**src/rtl/djb2_pkg.sv**
```systemverilog
// Shared constants for the DJB2 streaming hash engine: default seed, byte width and FSM encodings.
package djb2_pkg;

  localparam int unsigned DJB2_SEED_DEFAULT = 5381;
  localparam int unsigned BYTE_W            = 8;

  localparam logic [1:0] IDLE  = 2'd0;
  localparam logic [1:0] ACCUM = 2'd1;
  localparam logic [1:0] HOLD  = 2'd2;

endpackage

```
**src/rtl/djb2_step.sv**
```systemverilog
// Single combinational DJB2 step: acc*33 combined with one byte.
// Define DJB2_XOR_MODE_EN for the djb2a (xor) variant; default is the additive form.
module djb2_step
  import djb2_pkg::*;
#(
  parameter int unsigned HASH_W = 64
) (
  input  logic [HASH_W-1:0] acc,
  input  logic [BYTE_W-1:0] data,
  output logic [HASH_W-1:0] acc_next
);

  logic [HASH_W-1:0] mul33;
  logic [HASH_W-1:0] data_ext;

  // Shift-and-add is acc*33; truncation to HASH_W gives the mod 2^HASH_W wrap.
  assign mul33    = (acc << 5) + acc;
  assign data_ext = {{(HASH_W-BYTE_W){1'b0}}, data};

`ifdef DJB2_XOR_MODE_EN
  assign acc_next = mul33 ^ data_ext;
`else
  assign acc_next = mul33 + data_ext;
`endif

endmodule

```
**src/rtl/djb2_stream_hasher.sv**
```systemverilog
// Streaming DJB2 hasher: one byte per cycle in, one framed-message hash out over valid/ready.
// Build option DJB2_XOR_MODE_EN selects the djb2a step inside djb2_step.
module djb2_stream_hasher
  import djb2_pkg::*;
#(
  parameter int unsigned HASH_W  = 64,
  parameter logic [63:0] SEED    = 64'(DJB2_SEED_DEFAULT),
  parameter int unsigned MAX_LEN = 16,
  localparam int unsigned CNT_W  = $clog2(MAX_LEN + 1)
) (
  input  logic              Clock,
  input  logic              Reset,
  input  logic              in_valid,
  output logic              in_ready,
  input  logic [7:0]        in_data,
  input  logic              in_last,
  output logic              hash_valid,
  input  logic              hash_ready,
  output logic [HASH_W-1:0] hash_out,
  output logic [CNT_W-1:0]  byte_count,
  output logic              overflow
);

  localparam logic [HASH_W-1:0] SEED_T = SEED[HASH_W-1:0];

  logic [1:0]        state_q, state_d;
  logic [HASH_W-1:0] acc_q, acc_d;
  logic [HASH_W-1:0] hash_d;
  logic              valid_d;
  logic [CNT_W-1:0]  count_d;
  logic              ovf_d;
  logic [HASH_W-1:0] step;
  logic              accept;
  logic              saturated;

  djb2_step #(
    .HASH_W (HASH_W)
  ) u_step (
    .acc      (acc_q),
    .data     (in_data),
    .acc_next (step)
  );

  // State-decoded only; Reset gating keeps in_ready low for the whole reset pulse.
  assign in_ready  = ~Reset & (state_q != HOLD);
  assign accept    = in_valid & in_ready;
  assign saturated = (byte_count == CNT_W'(MAX_LEN));

  always_comb begin
    state_d = state_q;
    acc_d   = acc_q;
    hash_d  = hash_out;
    valid_d = hash_valid;
    count_d = byte_count;
    ovf_d   = overflow;
    case (state_q)
      IDLE, ACCUM: begin
        if (accept) begin
          // Bytes past MAX_LEN are consumed but not hashed; in_last still closes the frame.
          if (saturated) begin
            ovf_d = 1'b1;
          end else begin
            acc_d   = step;
            count_d = byte_count + CNT_W'(1);
          end
          if (in_last) begin
            state_d = HOLD;
            hash_d  = saturated ? acc_q : step;
            valid_d = 1'b1;
          end else begin
            state_d = ACCUM;
          end
        end
      end
      HOLD: begin
        if (hash_valid && hash_ready) begin
          state_d = IDLE;
          acc_d   = SEED_T;
          count_d = '0;
          ovf_d   = 1'b0;
          valid_d = 1'b0;
        end
      end
      default: state_d = IDLE;
    endcase
  end

  always_ff @(posedge Clock or posedge Reset) begin
    if (Reset) begin
      state_q    <= IDLE;
      acc_q      <= SEED_T;
      hash_out   <= '0;
      hash_valid <= 1'b0;
      byte_count <= '0;
      overflow   <= 1'b0;
    end else begin
      state_q    <= state_d;
      acc_q      <= acc_d;
      hash_out   <= hash_d;
      hash_valid <= valid_d;
      byte_count <= count_d;
      overflow   <= ovf_d;
    end
  end

endmodule

```
**config.mk**
```make
export PLATFORM = sky130hd
export DESIGN_NAME = djb2_stream_hasher
export DESIGN_NICKNAME = d
export VERILOG_FILES = /design/src/rtl/djb2_pkg.sv /design/src/rtl/djb2_step.sv /design/src/rtl/djb2_stream_hasher.sv
export SDC_FILE = /design/constraint.sdc
export NUM_CORES = 1
export LEC_CHECK = 0
export ABC_CLOCK_PERIOD_IN_PS = 4700
export BUFFER_PORTS_ARGS = -buffer_cell sky130_fd_sc_hd__buf_2
export CAP_MARGIN = 20
export CORE_ASPECT_RATIO = 1.75
export CORE_MARGIN = 5
export CORE_UTILIZATION = 45
export CTS_CLUSTER_SIZE = 40
export DETAILED_ROUTE_END_ITERATION = 8
export SLEW_MARGIN = 20
export SYNTH_ARGS = -nofsm -noshare
export SYNTH_HDL_FRONTEND = slang
export SYNTH_SLANG_ARGS = --single-unit
export TNS_END_PERCENT = 100
```
**constraint.sdc**
```tcl
create_clock -name Clock -period 4.7 [get_ports Clock]
set_input_delay 0.47 -clock Clock [delete_from_list [all_inputs] [get_ports Clock]]
set_output_delay 0.47 -clock Clock [all_outputs]
set_load 0.02 [all_outputs]
```
==> summary.md <==
| Metric | Value |
|---|---|
| Result of the run | `completed` |
| Hold Vio Cnt, Final | `0` |
| Detailed-route DRC error count | `0` |
| Standard-cell row count | `between 70 and 80` |
| Number of synthesized flops with an enable pin | `0` |
| Netlist Area Pre-Place | `roughly 10000 µm²` |
| Overall routing resource usage | `between 20% and 30%` |
| Chain of cells forming the critical path | `inv_1 -> fa_1 -> inv_1 -> ha_1 -> and3_1 -> a221o_2 -> a21oi_1 -> o221ai_1 -> nor3b_1 -> nor2_1 -> a2111oi_2 -> a211oi_1 -> xnor2_1 -> o21ai_0` |
| Via count | `9145` |
| Final Cell Area | `11510 µm²` |
| Sinks on the clock net | `between 100 and 150` |
| Average cell area after synthesis | `8.666 µm²` |
| Total Die Area | `26020 µm²` |
| Register area share after synthesis | `around a third` |
| DP Wirelength | `24750 µm` |
| Initial detailed-routing violation count | `389` |
| Layout Cells excl Fill | `roughly 1.5k` |
| Final total negative setup slack | `0 ns` |
| Relative slew slack | `34.26%` |
| Reg2reg setup slack | `0.60 ns` |
| Total of endpoints with negative setup slack in the final report | `0` |
| Most frequently used flop master after synthesis | `dfrtp_1` |
| Highest ir drop seen on vdd | `approximately 0.00048 V` |
| Number of global-route vias before repair | `9462` |
| Number of nets in the synthesized netlist | `1324` |
| Largest fanout on the critical path | `6` |
| Pin count of the biggest net entering global routing | `100` |
| Cell area after placement | `10880 µm²` |
| Critical path's slowest cell | `dfstp_2` |
| Final net count | `1368` |
| Detailed Route WL | `32210 µm` |
| Crit Reg-Reg Startpoint | `acc_q[0]` |
| Crit end category | `register` |
| Clock tree from TritonCTS | `built` |
| Number of detailed-route iterations in the first pass | `5` |
| Period utilization | `between 80 and 90%` |
| Effective utilization at floorplan | `45.44%` |
| Maximum clock skew at final layout | `0.01614 ns` |
| Placed instance count | `1508` |
| Avg Vias per Cell | `5.934` |
| Share of synthesized flip-flops with an asynchronous set or reset | `100.0%` |
| Inserted Clock Buffers | `17` |
| Total gr overflow | `0` |
| Crit path kind | `reg -> reg` |
| Wire length per cell | `approximately 21 µm` |
| CP required | `5.04 ns` |
| Kind of cell with the highest combined delay on the critical path | `compound AO/OA/AOI/OAI gates` |
| Number of buffer and inverter instances along the worst setup path | `2` |
| Share of cells above drive strength 1 | `13.15%` |
| Antenna-violating nets left | `0` |
| Worst Hold Slack | `0.2507 ns` |
| GR Util met1 | `between 20 and 30%` |
| Number of buffers on the longest clock path | `2` |
| Worst min-delay path class | `in -> async` |
| Gate count after technology mapping | `1183` |
| Cell type with the highest occurrence count on the critical path | `inv_1` |
| Highest clock rate | `0.2442 GHz` |
| Die Span Y | `209.7 µm` |
| Data arrival time of the critical path | `4.44 ns` |
| Post CTS Setup Buffer Count | `0` |
| Initial antenna violation count | `1` |
| Slowest Stage Delay on Critical Path | `approximately 0.54 ns` |
| Static Leak | `5.624 nW` |
| Filler cells | `2223` |
| Unrepaired setup endpoints after global routing | `false` |
| Wire length of the first global-routing pass | `roughly 52000 µm` |
| Library cells used by synthesis | `73` |
| Core region area | `22560 µm²` |
| Synthesis warning total | `0` |
| Critical register-to-register path endpoint | `acc_q[57]` |
| Port Buffers | `84` |
| Final count of pins violating max slew | `0` |
| Ports | `85` |
| Root Driver | `clkbuf_16` |
| Post-CTS Resized | `0` |
| Routing usage on met3 | `3.208%` |
| Routing usage on met2 | `between 40% and 50%` |
| Die Span X | `124.1 µm` |
| Depth of the most critical reg-to-reg path | `14` |
| Fin crit period | `4.095 ns` |
| Startpoint class of the critical path | `register` |
| Count of max-cap constraint violations | `0` |
| Final GP Congestion | `0.9283` |
| Power density over the cells | `approximately 900 nW/µm²` |
| Slew at the pin closest to its max-slew limit | `0.9838 ns` |
| H-tree level count | `4` |
| Worst-skew pair later-pin latency | `0.45 ns` |
| Most Crowded Layer GR | `met2` |
| Number of storage elements in the synthesis netlist | `around 140` |
| Syn-to-layout area delta | `12.31%` |
| Clock edge transition at the registers on the reported setup and hold paths | `0.06 ns` |
| Cts hold-fix bufs | `0` |
| Number of stages on the worst setup path | `14` |
## worst max-delay path by stage
stage,from,endpoint,slack (ns)
after detailed placement,in_data[5],hash_out[62],0.62
after global placement,in_data[5],hash_out[62],0.56
final,acc_q[0],acc_q[57],0.60
after CTS,acc_q[0],hash_out[62],0.63
after global routing,acc_q[0],hash_out[62],0.32
after floorplan,Reset,acc_q[11],0.57
## stage by stage
stage,utilization [%],setup slack (ns),power (W)
floorplan,-,0.5705,0.007040
global placement,48.21,0.5578,0.008883
detailed placement,48.21,0.6165,0.008931
CTS,51.03,0.6272,0.01043
global route,51.04,0.3218,0.01130
finish,51.04,0.6048,0.01038
## registers in the layout, summed over array words and instances (netlist names)
register    cells
byte_count      5
state_q         2
overflow        1
acc_q          64
hash_valid      1
hash_out       64
## cells by family after synthesis
group	count (synthesis)	share of synthesized area (%)
and+or+nand+nor	384	16.94
AOI/OAI and AO/OA	372	23.86
DFF	137	33.50
adders and majority gates	128	15.91
buffers and inverters	89	3.393
xor gates and xnor gates	64	5.467
muxes	9	0.9275
## cell usage after synthesis (5+ instances only)
cell type	count	area [µm²]
a211oi_1	7	52.55
xor2_1	32	280.3
dfstp_2	5	131.4
o211ai_1	5	37.54
and2_1	5	31.28
ha_1	124	1551
nand4_1	22	137.6
a21o_1	33	247.7
nand3_1	36	180.2
a21oi_1	95	475.5
nor2_1	86	322.8
nor2b_1	11	68.82
mux2i_1	5	50.05
or3_1	5	31.28
a31oi_1	32	200.2
o21bai_1	11	82.58
o21a_1	12	90.09
and3_1	10	62.56
nand2_1	173	649.4
inv_1	20	75.07
a221oi_1	5	43.79
xnor2_1	32	280.3
dfrtp_1	132	3303
clkbuf_1	57	214.0
and4_1	6	52.55
buf_1	5	18.77
a22o_1	35	306.5
o21ai_0	93	465.5
nor3_1	10	50.05
## final cells by class
class,count,area [µm²],area share [%]
multi-input combinational,957,6490,56.36
sequential,137,3435,29.83
clock buffer,26,529.3,4.596
timing repair buffer,94,495.5,4.303
tap,300,375.4,3.260
clock inverter,6,107.6,0.9345
inverter,20,80.08,0.6954
antenna,1,2.502,0.02173
## per-layer routing
layer / up-vias / part of all wire, %
li1: 4391 / -
met1: 4463 / 37
met2: 209 / 55
met3: 82 / 3.1
met4: 0 / 5.0
met5: - / 0
## placed cells by master, fill, tap and decap left out, types with 5 or more instances in the layout
| cell type | netlist | routed |
|---|---|---|
| xnor2_1 | 32 | 32 |
| clkbuf_16 | 0 | 17 |
| inv_1 | 20 | 19 |
| clkbuf_8 | 0 | 7 |
| o211ai_1 | 5 | 5 |
| or3_1 | 5 | 5 |
| ha_1 | 124 | 124 |
| a211oi_1 | 7 | 7 |
| a21oi_1 | 95 | 95 |
| nor2b_1 | 11 | 11 |
| nand3_1 | 36 | 35 |
| a221oi_1 | 5 | 5 |
| a22o_1 | 35 | 35 |
| xor2_1 | 32 | 32 |
| and4_1 | 6 | 6 |
| a21o_1 | 33 | 33 |
| o21bai_1 | 11 | 11 |
| nor2_1 | 86 | 84 |
| nor3_1 | 10 | 10 |
| buf_4 | 2 | 10 |
| dfstp_2 | 5 | 5 |
| nand4_1 | 22 | 22 |
| and3_1 | 10 | 9 |
| mux2i_1 | 5 | 5 |
| a31oi_1 | 32 | 32 |
| dfrtp_1 | 132 | 132 |
| o21ai_0 | 93 | 93 |
| o21a_1 | 12 | 12 |
| buf_2 | 3 | 84 |
| nand2_1 | 173 | 172 |
## power by group
part / switching [W] / internal (W)
Clock: 0.000519 / 0.000932
Sequential: 0.000568 / 0.00174
Combinational: 0.00411 / 0.00252
Total: 0.00519 / 0.00519
(Power assumes the default switching activity.)
